[src/rtl/restore_state_pkg.sv]
// rtl/restore_state_pkg.sv - state-frame layout constants shared by the save and restore blocks
//
// Frame layout (word offset from the frame base):
//   0: {3'b0, aluFlags[3:0], programCounter[8:0]}
//   1: callStackPointer   2: stackPointer
//   3: topOfStack1        4: topOfStack2        5: topOfStack3
//   6: XOR of words 0-5 (only when RESTORE_STATE_CHECKSUM_EN is defined)
package restore_state_pkg;

    localparam int ADDRESS_BITS = 16;
    localparam int DATA_BITS    = 16;

    localparam int PC_BITS   = 9;
    localparam int FLAG_BITS = 4;
    localparam int PC_LSB    = 0;
    localparam int FLAGS_LSB = 9;

    localparam int WORD_PC_FLAGS = 0;
    localparam int WORD_CSP      = 1;
    localparam int WORD_SP       = 2;
    localparam int WORD_TOS1     = 3;
    localparam int WORD_TOS2     = 4;
    localparam int WORD_TOS3     = 5;
    localparam int WORD_CHECKSUM = 6;

    // Words that carry core state; the checksum word is never stored.
    localparam int FIELD_WORDS = 6;

`ifdef RESTORE_STATE_CHECKSUM_EN
    localparam int FRAME_WORDS = 7;
`else
    localparam int FRAME_WORDS = 6;
`endif

    localparam int IDX_BITS = 3;

    localparam logic [1:0] ST_IDLE  = 2'd0;
    localparam logic [1:0] ST_READ  = 2'd1;
    localparam logic [1:0] ST_DRAIN = 2'd2;
    localparam logic [1:0] ST_DONE  = 2'd3;

endpackage

[src/rtl/restore_state.sv]
// rtl/restore_state.sv - reloads a saved processor-state frame from block RAM
//
// Optional feature macro: RESTORE_STATE_CHECKSUM_EN (reads a 7th word and checks
// it against the XOR of words 0-5; checksumError is tied to 0 otherwise).
//
// Ports:
//   clk, reset        clock, synchronous active-high reset
//   start, frameBase  begin a restore at frameBase (accepted only when idle)
//   address, rwMode   RAM address (0 when not reading), read select (always 0)
//   dataOut           RAM read data, one cycle after its address
//   busy, finished    restore in progress / one-cycle completion pulse
//   programCounter .. topOfStack3  restored fields, held between restores
//   checksumError     frame checksum mismatch, valid with finished
module restore_state
    import restore_state_pkg::*;
#(
    parameter int addrBits = ADDRESS_BITS,
    parameter int dataBits = DATA_BITS
) (
    input  logic                 clk,
    input  logic                 reset,
    input  logic                 start,
    input  logic [addrBits-1:0]  frameBase,
    output logic [addrBits-1:0]  address,
    output logic                 rwMode,
    input  logic [dataBits-1:0]  dataOut,
    output logic                 busy,
    output logic                 finished,
    output logic [PC_BITS-1:0]   programCounter,
    output logic [FLAG_BITS-1:0] aluFlags,
    output logic [addrBits-1:0]  callStackPointer,
    output logic [addrBits-1:0]  stackPointer,
    output logic [dataBits-1:0]  topOfStack1,
    output logic [dataBits-1:0]  topOfStack2,
    output logic [dataBits-1:0]  topOfStack3,
    output logic                 checksumError
);

    localparam logic [IDX_BITS-1:0] LAST_IDX = IDX_BITS'(FRAME_WORDS - 1);

    logic [1:0]           state_q, state_d;
    logic [addrBits-1:0]  base_q, base_d;
    logic [IDX_BITS-1:0]  idx_q, idx_d;
    logic [dataBits-1:0]  words_q [FIELD_WORDS];
    logic [dataBits-1:0]  words_d [FIELD_WORDS];
    logic                 finished_q, finished_d;

    logic [PC_BITS-1:0]   pc_q, pc_d;
    logic [FLAG_BITS-1:0] flags_q, flags_d;
    logic [addrBits-1:0]  csp_q, csp_d;
    logic [addrBits-1:0]  sp_q, sp_d;
    logic [dataBits-1:0]  tos1_q, tos1_d;
    logic [dataBits-1:0]  tos2_q, tos2_d;
    logic [dataBits-1:0]  tos3_q, tos3_d;

    logic                 capture;
    logic                 commit;
    logic [IDX_BITS-1:0]  cap_idx;

`ifdef RESTORE_STATE_CHECKSUM_EN
    logic [dataBits-1:0]  xor_q, xor_d;
    logic                 cksum_err_q, cksum_err_d;
`endif

    always_comb begin
        state_d    = state_q;
        base_d     = base_q;
        idx_d      = idx_q;
        words_d    = words_q;
        finished_d = 1'b0;
        capture    = 1'b0;
        commit     = 1'b0;
        // Read data lags the address by one cycle, so the word landing now
        // belongs to the previous index.
        cap_idx    = idx_q - IDX_BITS'(1);
        pc_d       = pc_q;
        flags_d    = flags_q;
        csp_d      = csp_q;
        sp_d       = sp_q;
        tos1_d     = tos1_q;
        tos2_d     = tos2_q;
        tos3_d     = tos3_q;

        case (state_q)
            ST_IDLE: begin
                if (start) begin
                    base_d  = frameBase;
                    idx_d   = '0;
                    state_d = ST_READ;
                end
            end
            ST_READ: begin
                idx_d   = idx_q + IDX_BITS'(1);
                capture = (idx_q != '0);
                if (idx_q == LAST_IDX) begin
                    state_d = ST_DRAIN;
                end
            end
            ST_DRAIN: begin
                capture    = 1'b1;
                cap_idx    = LAST_IDX;
                commit     = 1'b1;
                finished_d = 1'b1;
                state_d    = ST_DONE;
            end
            ST_DONE: begin
                state_d = ST_IDLE;
            end
            default: begin
                state_d = ST_IDLE;
            end
        endcase

        if (capture) begin
            for (int i = 0; i < FIELD_WORDS; i++) begin
                if (cap_idx == IDX_BITS'(i)) begin
                    words_d[i] = dataOut;
                end
            end
        end

        // Commit from words_d so the word arriving in DRAIN is included and
        // every field changes on the same edge.
        if (commit) begin
            pc_d    = words_d[WORD_PC_FLAGS][PC_LSB +: PC_BITS];
            flags_d = words_d[WORD_PC_FLAGS][FLAGS_LSB +: FLAG_BITS];
            csp_d   = addrBits'(words_d[WORD_CSP]);
            sp_d    = addrBits'(words_d[WORD_SP]);
            tos1_d  = words_d[WORD_TOS1];
            tos2_d  = words_d[WORD_TOS2];
            tos3_d  = words_d[WORD_TOS3];
        end
    end

`ifdef RESTORE_STATE_CHECKSUM_EN
    always_comb begin
        xor_d       = xor_q;
        cksum_err_d = 1'b0;
        if (state_q == ST_IDLE && start) begin
            xor_d = '0;
        end else if (capture && cap_idx < IDX_BITS'(FIELD_WORDS)) begin
            xor_d = xor_q ^ dataOut;
        end
        // In DRAIN the arriving word is the checksum and xor_q covers words 0-5.
        if (state_q == ST_DRAIN) begin
            cksum_err_d = (xor_q != dataOut);
        end
    end

    always_ff @(posedge clk) begin
        if (reset) begin
            xor_q       <= '0;
            cksum_err_q <= 1'b0;
        end else begin
            xor_q       <= xor_d;
            cksum_err_q <= cksum_err_d;
        end
    end

    assign checksumError = cksum_err_q;
`else
    assign checksumError = 1'b0;
`endif

    always_ff @(posedge clk) begin
        if (reset) begin
            state_q    <= ST_IDLE;
            base_q     <= '0;
            idx_q      <= '0;
            words_q    <= '{default: '0};
            finished_q <= 1'b0;
            pc_q       <= '0;
            flags_q    <= '0;
            csp_q      <= '0;
            sp_q       <= '0;
            tos1_q     <= '0;
            tos2_q     <= '0;
            tos3_q     <= '0;
        end else begin
            state_q    <= state_d;
            base_q     <= base_d;
            idx_q      <= idx_d;
            words_q    <= words_d;
            finished_q <= finished_d;
            pc_q       <= pc_d;
            flags_q    <= flags_d;
            csp_q      <= csp_d;
            sp_q       <= sp_d;
            tos1_q     <= tos1_d;
            tos2_q     <= tos2_d;
            tos3_q     <= tos3_d;
        end
    end

    // Addition wraps modulo 2^addrBits so a frame may straddle the top of memory.
    assign address          = (state_q == ST_READ) ? base_q + addrBits'(idx_q) : '0;
    assign rwMode           = 1'b0;
    assign busy             = (state_q == ST_READ) || (state_q == ST_DRAIN);
    assign finished         = finished_q;
    assign programCounter   = pc_q;
    assign aluFlags         = flags_q;
    assign callStackPointer = csp_q;
    assign stackPointer     = sp_q;
    assign topOfStack1      = tos1_q;
    assign topOfStack2      = tos2_q;
    assign topOfStack3      = tos3_q;

endmodule
[config.mk]
export PLATFORM = sky130hd
export DESIGN_NAME = restore_state
export DESIGN_NICKNAME = d
export VERILOG_FILES = /design/src/rtl/restore_state_pkg.sv /design/src/rtl/restore_state.sv
export SDC_FILE = /design/constraint.sdc
export NUM_CORES = 1
export LEC_CHECK = 0
export BUFFER_PORTS_ARGS = -buffer_cell sky130_fd_sc_hd__buf_2
export CAP_MARGIN = 20
export CORE_UTILIZATION = 50
export CTS_BUF_LIST = sky130_fd_sc_hd__clkbuf_4 sky130_fd_sc_hd__clkbuf_8 sky130_fd_sc_hd__clkbuf_16
export DETAILED_ROUTE_END_ITERATION = 6
export PLACE_DENSITY = 0.77
export SETUP_SLACK_MARGIN = 0.05
export SYNTH_ARGS = -nofsm -noshare
export SYNTH_HDL_FRONTEND = slang
export SYNTH_SLANG_ARGS = --single-unit
[constraint.sdc]
create_clock -name clk -period 2.4 [get_ports clk]
set_input_delay 0.24 -clock clk [delete_from_list [all_inputs] [get_ports clk]]
set_output_delay 0.24 -clock clk [all_outputs]
set_load 0.01 [all_outputs]
-- Word level (Yosys, flattened, before mapping)
Cells that the tools add are included.
- equal/unequal tests: 11
- $add $sub $neg: 3
- reduce and logical (&&, ||, !) cells: 8
- mux-type cells: 16
- operator list (cell ; count):
    $mux W16 ; 6
    $mux W93 ; 1
    $add A16 B3 Y16 ; 1
    $mux W13 ; 1
    $eq A3 B3 Y1 const B ; 3
    $pmux W2 S4 ; 1
    $eq A3 B2 Y1 const B ; 2
    $mux W3 ; 2
    $pmux W3 S2 ; 1
    $reduce_and A2 Y1 ; 3
    $eq A2 B2 Y1 const B ; 2
    $mux W2 ; 2
    $ne A2 B2 Y1 const B ; 2
    $add A3 B1 Y3 const B ; 1
    $eq A3 B1 Y1 const B ; 1
    $logic_not A3 Y1 ; 1
    $reduce_bool A3 Y1 ; 1
    $sub A3 B1 Y3 const B ; 1
    $eq A2 B1 Y1 const B ; 1
    $logic_not A2 Y1 ; 1
    $pmux W1 S2 ; 1
    $reduce_bool A2 Y1 ; 1
    $logic_or A1 B1 Y1 ; 1
    $mux W1 ; 1
- output and inout port bits: 113
- flip-flop bits (word level): 208
- input bits: 35
- word-level logic and storage cells: 55

-- Logic depth before layout (Yosys ltp)
Gate-level depths: netlist (run 1).
- word-level depth: 5
- mapped depth: 9
- mapped depth without buffers: 7

-- Worst setup path before layout (run 1)
Ideal clock, no wire load.
- path kind: register -> output
- from: register idx_q[0]
- to: output address[10]
- cell stages (with the launch flop): 8
- data required time: 2.160 ns
- arrival time: 2.008 ns
- setup slack: 0.152 ns
- path buffers: 0
- path through: dfxtp_1 ha_1 inv_1 fa_1 nor2b_1 o211ai_1 or3_1 a21oi_1
- cells in the longest elaborated chain, start to end: 2
- ends and longest elaborated chain (what ; line ; RTL):
    start, declared ; restore_state.sv:43 ; logic [IDX_BITS-1:0] idx_q, idx_d;
    start signal, assigned ; restore_state.sv:182 ; idx_q <= idx_d;
    $add A16 B3 Y16 ; restore_state.sv:196 ; assign address = (state_q == ST_READ) ? base_q + addrBits'(idx_q) : '0;
    $mux W16 ; restore_state.sv:196 ;
    end, declared ; restore_state.sv:24 ; output logic [addrBits-1:0] address,
Every way passes these cells.

-- Worst setup path in the final report (run 1)
- from: register base_q[0]
- to: output address[14]
- cells in the longest elaborated chain, start to end: 2
- ends and longest elaborated chain (what ; line ; RTL):
    start, declared ; restore_state.sv:42 ; logic [addrBits-1:0] base_q, base_d;
    start signal, assigned ; restore_state.sv:181 ; base_q <= base_d;
    $add A16 B3 Y16 ; restore_state.sv:196 ;
    $mux W16 ; restore_state.sv:196 ;
Every way passes these cells.

==> impl_metrics.toml, run 1 <==
[yosys]
yosysWarnings = 0
synth-edff-count = 0
async_flop_share_pct = 0
ys_ff_latch = 208
synth.top_cells.by_count = "208 x dfxtp_1, 155 x mux2i_1, 150 x nor2_1"
yosysTopAreaCellShare_pct = 50.55
synth_most_common_cell = "dfxtp_1"
synthCells = 838
ys_top_cells_by_area = "dfxtp_1 51%, mux2i_1 19%, nor2_1 6.8%, nand3b_1 2.9%, nand2b_1 2.7%"
synth_top_family_by_area = "multiplexers"
yosysUniqueCellTypes = 46
syn_area_per_cell_um2 = 9.830
yosys.area_share.simple_pct = 16.68
ys_seq_area_share_pct = 50.55
yosys.area_share.adder_pct = 1.762
netlist_area_mm2 = 0.008238
synth.largest_area_cell = "dfxtp_1"
yosys_most_used_dff = "dfxtp_1"
synth_compound_area_share_pct = 7.351
yosys.area_share.xor_xnor_pct = 0.7442
synth.mux.area_fraction_pct = 18.83

[floorplanning]
chipHeight_um = 130.4
coreArea_mm2 = 0.01600
num_rows = 46
io_pins = 148
initial_core_util_pct = 51.49
die_area_mm2 = 0.01699
die_x_um = 130.4

[route]
dr.pass1.iters = 4
drc = 0
postRouteAntennaNets = 0
totalWireLength_um = 19090
wire_per_inst_um = 15.85
vias = 6210
first_iter_violations = 418
vias_per_cell = 5.158

[cts]
clk_latency_ns = 0.48
h-tree-depth = 1
clk_path_buf_depth = 3
cts_sinks = 208
tritoncts = "yes"
cts-root-buf = "clkbuf_16"
numCtsBuffers = 21
clkTransAtPathRegs_ns = 0.06

[grt]
grt_overflow = 0
grt_use_met1_pct = 29.50
groute.usage.overall_pct = 22.23
antenna_found_initial = 0
use_met3_pct = 3.485
busiest_layer = "met2"
grt_max_degree = 87
grt_pass1_vias = 5809
grt_pass1_wl_um = 29650
use_met2_pct = 37.30

[worst_setup_path]
arrival_ns = 2.37
worstSetupStartpointType = "flop"
cpPeakStageDelay_ns = 0.42
critPathSlowestCell = "or3_1"
critPathMaxFanout = 5
required_ns = 2.16
critPathLaunch = "base_q[0]"
r2r_cells = 8
crit_type = "reg2out"
endpoint_kind = "output port"
cp_cell_sequence = "ha_4 > inv_2 > fa_2 > nor2b_4 > o211ai_1 > or3_1 > a21oi_2 > buf_2"
r2r_slack_ns = 0.22
r2r_end = "words_q[55]"
r2r-start = "idx_q[0]"

[timing]
fin_crit_sh_pct = 108.9
finalWorstSetupSlack_ns = -0.2129
whs_ns = 0.009545
finClkSkew_ns = 0.01252
tightest_slew_ns = 0.6476
timing_hold_violations_final = 0
fmax_mhz = 382.7
finalSetupViolCount = 6
max_slew_margin_pct = 56.83
fin_crit_ns = 2.613
drv_slew = 0
rsz0062_at_grt = "true"

[cells_and_area]
stdcell_area_mm2 = 0.01010
regArea_mm2 = 0.004175
multi_input_area_mm2 = 0.003855
diodes = 0
fin_nets = 1020
syn_to_final_growth_pct = 22.65
drive_gt1_share_pct = 23.28
fill_cells = 1355

[placement]
pre_cts_ws_ns = 0.1425
io_buffer_count = 145
post_dp_cell_area_mm2 = 0.009133
dp_hpwl_um = 12380
place_congestion = 0.7839

[power]
power_frac_seq_pct = 40.8
clkPwrFrac_pct = 36.5
switchingPower_mw = 2.737
ir_worst_vdd_mv = 0.6348
p_per_area_mw_per_mm2 = 933.5
p_leak_nw = 4.331
sw_frac_of_total_pct = 29.02
p_int_mw = 6.695
comb_power_share_pct = 22.7

[min_path]
worstHoldEndpoint = "base_q[7]"
hp-class = "in2reg"
min-delay-start = "frameBase[7]"
hold_depth = 3

[run_status]
violations = "setup timing"
status = "finished with violations"

[flow_run]
maxCapViolCount = 0
[cells in the final DEF, fill, tap and decap left out, types with 4 or more instances in the layout]
| cell | instances |
|---|---|
| a211oi_1 | 17 |
| a21oi_1 | 24 |
| buf_12 | 4 |
| buf_2 | 144 |
| buf_4 | 14 |
| clkbuf_16 | 21 |
| clkbuf_8 | 6 |
| clkinv_2 | 4 |
| dfxtp_1 | 201 |
| dfxtp_2 | 6 |
| dlygate4sd3_1 | 8 |
| ha_1 | 6 |
| ha_4 | 4 |
| inv_1 | 9 |
| mux2i_1 | 155 |
| nand2_1 | 39 |
| nand2b_1 | 35 |
| nand3b_1 | 32 |
| nor2_1 | 150 |
| nor2b_1 | 4 |
| nor3_1 | 4 |
| o21ai_0 | 37 |
| xor2_1 | 5 |
[logic make-up after synthesis]
| logic type | Yosys count |
|---|---|
| multiplexers | 155 |
| AND/OR/NAND/NOR | 286 |
| other | 1 |
| adder cells (fa/ha/maj) | 11 |
| AO/OA/AOI/OAI | 98 |
| buffers and inverters | 72 |
| XOR/XNOR | 7 |
| flip-flops | 208 |
[power groups by stage]
stage / Combinational, mW / Clock [mW] / Sequential [mW]
floorplan: 1.51 / 0 / 3.91
global placement: 2.07 / 0 / 3.90
detailed placement: 2.08 / 0 / 3.90
CTS: 2.12 / 3.51 / 3.83
global route: 2.32 / 3.66 / 3.87
finish: 2.14 / 3.45 / 3.85
[how the worst max path moves through the flow]
| stage | end | cells after the start | slack, ns |
|---|---|---|---|
| after floorplan | address[10] | 7 | 0.15 |
| after global placement | address[12] | 8 | 0.19 |
| after detailed placement | address[15] | 6 | 0.14 |
| after CTS | address[14] | 8 | -0.21 |
| after global routing | address[14] | 8 | -0.35 |
| final | address[14] | 8 | -0.21 |
[cell type report]
class	count	share of cell area (%)
Sequential cell	208	41.33
Multi-Input combinational cell	559	38.15
Timing Repair Buffer	173	10.09
Clock buffer	29	6.167
Tap cell	216	2.675
Clock inverter	8	1.176
Inverter	11	0.4087
[per-stage QoR]
step | cells | TNS, ns | utilization (%) | power [mW]
2_1_floorplan | 839 | 0 | - | 5.426
3_3_place_gp | 1153 | 0 | 57.08 | 5.961
3_5_place_dp | 1153 | 0 | 57.08 | 5.982
4_1_cts | 1203 | -0.6119 | 62.73 | 9.469
5_1_grt | 1204 | -1.534 | 63.15 | 9.851
6_report | 1204 | -0.7427 | 63.15 | 9.431
[flip-flops by register name (all words and copies together), names as in the netlist]
name / cells
base_q: 16
topOfStack1: 16
topOfStack2: 16
finished: 1
topOfStack3: 16
stackPointer: 16
words_q: 93
state_q: 2
programCounter: 9
idx_q: 3
callStackPointer: 16
aluFlags: 4
[what timing repair did]
| action | in CTS | in global routing |
|---|---|---|
| pin swaps | 10 | 4 |
| setup buffers | 5 | 1 |
| hold endpoints to repair | 8 | 0 |
| gates resized for setup | 15 | 14 |
| hold buffers | 8 | 0 |
| setup endpoints to repair | 10 | 39 |
[critical path, delay by kind of cell (launching register included)]
kind                       cells  cell delay, ns
and+or+nand+nor                2            0.55
adders and majority gates      2            0.51
DFF                            1            0.35
AOI/OAI and AO/OA              2            0.30
buffers and inverters          2            0.18
[per-layer routing]
layer	vias up	wire length [um]
li1	3124	-
met1	2902	8792
met2	153	8883
met3	31	1004
met4	0	405
met5	-	0
(Power assumes the default switching activity.)
==> run 2: changes to the inputs <==
--- a/config.mk
+++ b/config.mk
@@ -5,12 +5,14 @@
 export SDC_FILE = /design/constraint.sdc
 export NUM_CORES = 1
 export LEC_CHECK = 0
+export ABC_AREA = 1
 export BUFFER_PORTS_ARGS = -buffer_cell sky130_fd_sc_hd__buf_2
 export CAP_MARGIN = 20
 export CORE_UTILIZATION = 50
 export CTS_BUF_LIST = sky130_fd_sc_hd__clkbuf_4 sky130_fd_sc_hd__clkbuf_8 sky130_fd_sc_hd__clkbuf_16
 export DETAILED_ROUTE_END_ITERATION = 6
-export PLACE_DENSITY = 0.77
+export PLACE_DENSITY = 0.76
+export RECOVER_POWER = 100
 export SETUP_SLACK_MARGIN = 0.05
 export SYNTH_ARGS = -nofsm -noshare
 export SYNTH_HDL_FRONTEND = slang
==> run 2 against run 1 <==
Synthesized area up 3.9%. Via count is 30% higher. The run still ends with setup timing left. Fmax up 4.5%. Sequential share of layout area fell by 0.29 points. Die area up 3.9%. Total power increased by 22%. Sequential cell count unchanged. Cell count is 31% higher.
==> impl_metrics.toml, run 2 <==
[run_status]
status = "finished with violations"
violations = "setup timing"

[worst_setup_path]
r2r_slack_ns = 0.09
required_ns = 2.16
r2r_cells = 11
r2r-start = "idx_q[0]"
arrival_ns = 2.26
r2r_end = "stackPointer[9]"
cp_top_family = "simple AND/OR/NAND/NOR gates"
cpPeakStageDelay_ns = 0.35
worstSetupStartpointType = "flop"
endpoint_kind = "output port"
crit_type = "reg2out"
critPathSlowestCell = "dfxtp_2"
critPathMaxFanout = 4
path_buf_inv = 4
cp_cell_sequence = "ha_4 > inv_2 > fa_2 > inv_1 > nand2_1 > nand2_2 > nand2_4 > nor2_4 > nand2_2 > inv_1 > a21oi_1 > nor2_1 > buf_2"

[yosys]
synth_top_family_by_area = "simple AND/OR/NAND/NOR gates"
async_flop_share_pct = 0
synth.mux.area_fraction_pct = 0
synth_compound_area_share_pct = 8.695
yosys.area_share.simple_pct = 32.00
syn_area_per_cell_um2 = 7.053
synthCells = 1214
yosysTopAreaCellShare_pct = 48.63
ys_top_cells_by_area = "dfxtp_1 49%, nand3_1 11%, nand2_1 9.8%, nor2_1 9.8%, a21oi_1 6.8%"
ys_ff_latch = 208
yosys.area_share.xor_xnor_pct = 0
yosys_most_used_dff = "dfxtp_1"
netlist_area_mm2 = 0.008562
synth-edff-count = 0
yosysUniqueCellTypes = 25
synth.largest_area_cell = "dfxtp_1"
ys_seq_area_share_pct = 48.63
synth.top_cells.by_count = "224 x nand2_1, 224 x nor2_1, 208 x dfxtp_1"
yosysWarnings = 0
yosys.area_share.adder_pct = 1.695

[cts]
h-tree-depth = 1
clk_path_buf_depth = 3
cts_sinks = 208
clkTransAtPathRegs_ns = 0.06
tritoncts = "yes"
clk_latency_ns = 0.51
cts-root-buf = "clkbuf_16"
numCtsBuffers = 22

[route]
drc = 0
postRouteAntennaNets = 0
vias_per_cell = 5.116
wire_per_inst_um = 13.85
vias = 8073
dr.pass1.iters = 5
first_iter_violations = 625
totalWireLength_um = 21850

[timing]
finalSetupViolCount = 6
tightest_slew_ns = 1.088
fin_crit_sh_pct = 104.1
timing_hold_violations_final = 0
fmax_mhz = 400.1
max_slew_margin_pct = 27.46
fin_crit_ns = 2.499
finalWorstSetupSlack_ns = -0.09950
rsz0062_at_grt = "true"
finClkSkew_ns = 0.02167
drv_slew = 0

[cells_and_area]
regArea_mm2 = 0.004167
fill_cells = 1632
largest_register = "words_q"
drive_gt1_share_pct = 9.794
syn_to_final_growth_pct = 18.59
fin_nets = 1389
multi_input_area_mm2 = 0.003670
diodes = 0
stdcell_area_mm2 = 0.01015
final_cell_mix = "225 x nor2_1, 220 x nand2_1, 206 x dfxtp_1"
fin_util_pct = 61.01
largest_reg_flops = 93
final_common_cell = "nor2_1"

[placement]
dp_hpwl_um = 13710
place_congestion = 0.8371
post_dp_cell_area_mm2 = 0.009460
io_buffer_count = 145

[power]
p_leak_nw = 4.549
power_mw = 11.50
ir_worst_vdd_mv = 0.5790
p_per_area_mw_per_mm2 = 1133

[grt]
antenna_found_initial = 0
grt_pass1_wl_um = 35200
grt_pass1_vias = 7149
groute.usage.overall_pct = 24.49
grt_overflow = 0
grt_max_degree = 111

[floorplanning]
initial_core_util_pct = 51.45
num_rows = 47
chipHeight_um = 132.9
die_area_mm2 = 0.01765
io_pins = 148
coreArea_mm2 = 0.01664
die_x_um = 132.9

[min_path]
min-delay-start = "frameBase[12]"
worstHoldEndpoint = "base_q[12]"
hp-class = "in2reg"
hold_depth = 3

[flow_run]
maxCapViolCount = 0
run 2: changes by cell type after synthesis, sizes merged, moves of 13 or more:
cell | previous run | this run
nand3 | 1 | 193
nand2 | 39 | 226
mux2i | 155 | 0
inv | 11 | 120
a21oi | 25 | 118
nor2 | 150 | 228
nand2b | 35 | 0
nand3b | 32 | 0
a211oi | 18 | 2
o21ai | 38 | 24
buf | 23 | 36
run 2: logic make-up (layout without fill, tap and decap cells):
family / after synthesis / after routing
AO/OA/AOI/OAI: 145 / 145
AND/OR/NAND/NOR: 656 / 656
buffers and inverters: 193 / 336
other: 1 / 2
flip-flops: 208 / 208
adder cells (fa/ha/maj): 11 / 11
run 2: worst max path at each step:
stage                     slack (ns)                    to  startpoint  cells past startpoint
after global routing           -0.19           address[14]   base_q[0]                     13
after CTS                      -0.11           address[14]   base_q[0]                     13
after global placement          0.18  callStackPointer[13]    idx_q[0]                     11
after floorplan                 0.33           address[14]    idx_q[0]                     12
final                           -0.1           address[14]   base_q[0]                     13
after detailed placement        0.08       topOfStack2[15]    idx_q[0]                     11
run 2: routing by layer:
metal	up-vias	track usage (%)	wire length [um]
met3	45	4.368	1744
met5	-	0	0
met4	0	6.386	523
met2	285	39.94	10120
li1	4098	-	-
met1	3645	33.33	9470
run 2: cell type report:
class                           count  area share, %
Sequential cell                   208          41.04
Multi-Input combinational cell    814          36.14
Timing Repair Buffer              174          8.527
Clock buffer                       33          6.359
Inverter                          123          4.547
Tap cell                          220          2.711
Clock inverter                      6         0.6778
run 2: report_power, final:
| group | internal, mW | leakage [nW] | switching [mW] |
|---|---|---|---|
| Combinational | 1.31 | 2.50 | 2.42 |
| Clock | 1.97 | 0.360 | 1.34 |
| Sequential | 4.08 | 1.69 | 0.377 |
run 2: stage by stage:
stage	worst slack [ns]	cells	setup TNS [ns]	hold WS (ns)
2_1_floorplan	0.3316	1215	0	0.4067
3_3_place_gp	0.1771	1532	0	0.4555
3_5_place_dp	0.07517	1532	0	0.4601
4_1_cts	-0.1082	1575	-0.3112	0.0009446
5_1_grt	-0.1854	1578	-2.410	0.02908
6_report	-0.09950	1578	-0.2423	0.01290
run 2: tightest hold or removal path: stages:
cell and delay (ns):
buf_2 0.08, o21ai_0 0.08, nor2_1 0.08
run 2: repair_timing:
item / CTS / global route
buffers inserted: 1 / 3
endpoints found under the setup margin: 7 / 69
pin swaps: 3 / 3
hold buffers: 3 / 0
hold endpoints to repair: 3 / 0
resized for setup: 12 / 3
==> run 3: changes to the inputs <==
--- a/config.mk
+++ b/config.mk
@@ -8,11 +8,12 @@
 export ABC_AREA = 1
 export BUFFER_PORTS_ARGS = -buffer_cell sky130_fd_sc_hd__buf_2
 export CAP_MARGIN = 20
+export CORE_ASPECT_RATIO = 0.7
 export CORE_UTILIZATION = 50
 export CTS_BUF_LIST = sky130_fd_sc_hd__clkbuf_4 sky130_fd_sc_hd__clkbuf_8 sky130_fd_sc_hd__clkbuf_16
 export DETAILED_ROUTE_END_ITERATION = 6
 export PLACE_DENSITY = 0.76
-export RECOVER_POWER = 100
+export RECOVER_POWER = 50
 export SETUP_SLACK_MARGIN = 0.05
 export SYNTH_ARGS = -nofsm -noshare
 export SYNTH_HDL_FRONTEND = slang
==> run 3 against run 2 <==
The run still ends with setup timing left. First-iteration DRC count rose by 29%. Hold slack got worse by 0.0026 ns. Fmax rose by 2.7%. Core utilization rose by 0.41 points. Critical path depth did not move. Die area barely moved. Sequential share of layout area barely moved. Total power fell by 1.3%.
==> impl_metrics.toml, run 3 (synthesis gave the netlist of run 2 again) <==
[floorplanning]
die_area_mm2 = 0.01766
initial_core_util_pct = 51.76
num_rows = 39
coreArea_mm2 = 0.01654
chipHeight_um = 111.5
die_x_um = 158.4
io_pins = 148

[power]
clkPwrFrac_pct = 27.8
ir_worst_vdd_mv = 0.6812
sw_frac_of_total_pct = 36.66
p_int_mw = 7.192
power_mw = 11.36
p_per_area_mw_per_mm2 = 1118
p_leak_nw = 4.539
comb_power_share_pct = 33.0
switchingPower_mw = 4.163
power_frac_seq_pct = 39.2

[flow_run]
maxCapViolCount = 0

[route]
vias = 8127
first_iter_violations = 807
drc = 0
totalWireLength_um = 22500
vias_per_cell = 5.134
dr.pass1.iters = 5
wire_per_inst_um = 14.21
postRouteAntennaNets = 0

[placement]
place_congestion = 0.8886
dp_hpwl_um = 14380
io_buffer_count = 145

[grt]
grt_max_degree = 92
groute.usage.overall_pct = 25.54
grt_pass1_vias = 7142
grt_pass1_wl_um = 36020
antenna_found_initial = 1
grt_overflow = 0

[worst_setup_path]
endpoint_kind = "output port"
critPathSlowestCell = "dfxtp_2"
r2r_end = "stackPointer[0]"
critPathMaxFanout = 4
arrival_ns = 2.19
cp_top_family = "simple AND/OR/NAND/NOR gates"
r2r_slack_ns = 0.09
crit_type = "reg2out"
path_buf_inv = 4
cpPeakStageDelay_ns = 0.35
worstSetupStartpointType = "flop"
r2r-start = "idx_q[0]"
cp_cell_sequence = "ha_4 > inv_2 > fa_2 > inv_2 > nand2_4 > nand2_4 > nand2_4 > nor2_4 > nand2_2 > inv_2 > a21oi_2 > nor2_1 > buf_2"
r2r_cells = 13
required_ns = 2.16

[cells_and_area]
fin_util_pct = 61.43
largest_register = "words_q"
syn_to_final_growth_pct = 18.68
drive_gt1_share_pct = 10.69
final_cell_mix = "221 x nor2_1, 219 x nand2_1, 206 x dfxtp_1"
fin_nets = 1390
final_common_cell = "nor2_1"
largest_reg_flops = 93
fill_cells = 1541

[timing]
max_slew_margin_pct = 41.08
tightest_slew_ns = 0.8838
timing_hold_violations_final = 0
fin_crit_sh_pct = 101.5
finalSetupViolCount = 2
setup_tns_ns = -0.05786
finalWorstSetupSlack_ns = -0.03481
whs_ns = 0.01032
fmax_mhz = 410.7
drv_slew = 0
fin_crit_ns = 2.435
finClkSkew_ns = 0.01068
rsz0062_at_grt = "true"

[cts]
clk_path_buf_depth = 3
clk_latency_ns = 0.49
cts_sinks = 208
clkTransAtPathRegs_ns = 0.06
cts-root-buf = "clkbuf_16"
tritoncts = "yes"
h-tree-depth = 1
numCtsBuffers = 20

[min_path]
min-delay-start = "frameBase[12]"
hold_depth = 3
hp-class = "in2reg"
worstHoldEndpoint = "base_q[12]"

[run_status]
status = "finished with violations"
violations = "setup timing"
run 3: changes by cell type in the layout (fill, tap and decap cells not counted), sizes merged:
| cell | delta |
|---|---|
| clkinv | +2 |
| diode | +1 |
| buf | +3 |
| clkbuf | -4 |
| dlygate4sd3 | -2 |
run 3: layer usage:
layer,GRT usage [%],vias up,part of all wire [%]
met5,0,-,0
li1,-,4107,-
met3,4.243,44,7.9
met4,7.756,0,2.9
met2,37.78,299,43
met1,37.79,3677,46
run 3: final cells by class:
type	instances	area [um^2]	area share, %
diodes	1	2.502	0.02463
clock inverters	8	71.32	0.7019
flip-flops and latches	208	4167	41.00
multi-input cells	814	3732	36.73
repair buffers	177	855.8	8.423
clock buffers	27	589.3	5.800
well taps	225	281.5	2.771
inverters	123	461.7	4.544
run 3: what timing repair did:
action,4_1_cts,5_1_grt
pin swaps,7,10
gates resized for setup,22,11
endpoints found under the hold margin,1,0
endpoints found under the setup margin,49,122
gates cloned,0,0
hold buffers,1,0
setup buffers,6,6
run 3: how the worst max path moves through the flow:
stage                    from                   end  cells after the start
global route        base_q[0]           address[14]                     13
global placement     idx_q[0]  callStackPointer[15]                      9
CTS                  idx_q[0]           address[14]                     13
floorplan            idx_q[0]           address[14]                     12
detailed placement   idx_q[0]   callStackPointer[3]                      9
finish              base_q[0]           address[14]                     13
run 3: per-stage QoR:
stage          setup slack, ns  instance area, um^2  instances
6_report              -0.03481                10160       1583
2_1_floorplan           0.3316                 8566       1215
4_1_cts               -0.06192                10220       1576
3_5_place_dp           -0.1722                 9444       1534
5_1_grt                -0.1481                10160       1583
3_3_place_gp          -0.07677                 9444       1534
run 3: worst reg2reg max path: cells and delay by family (launching register included):
family / cells / cell delay, ns
adders and majority gates: 1 / 0.19
buffers and inverters: 5 / 0.53
DFF: 1 / 0.33
and+or+nand+nor: 7 / 1.15
run 3: power groups by stage:
stage / combinational, mW / clock (mW) / sequential, mW
floorplan: 2.36 / 0 / 4.68
global placement: 3.75 / 0 / 4.50
detailed placement: 3.81 / 0 / 4.49
CTS: 3.88 / 3.19 / 4.43
global route: 4.27 / 3.34 / 4.52
finish: 3.74 / 3.16 / 4.45
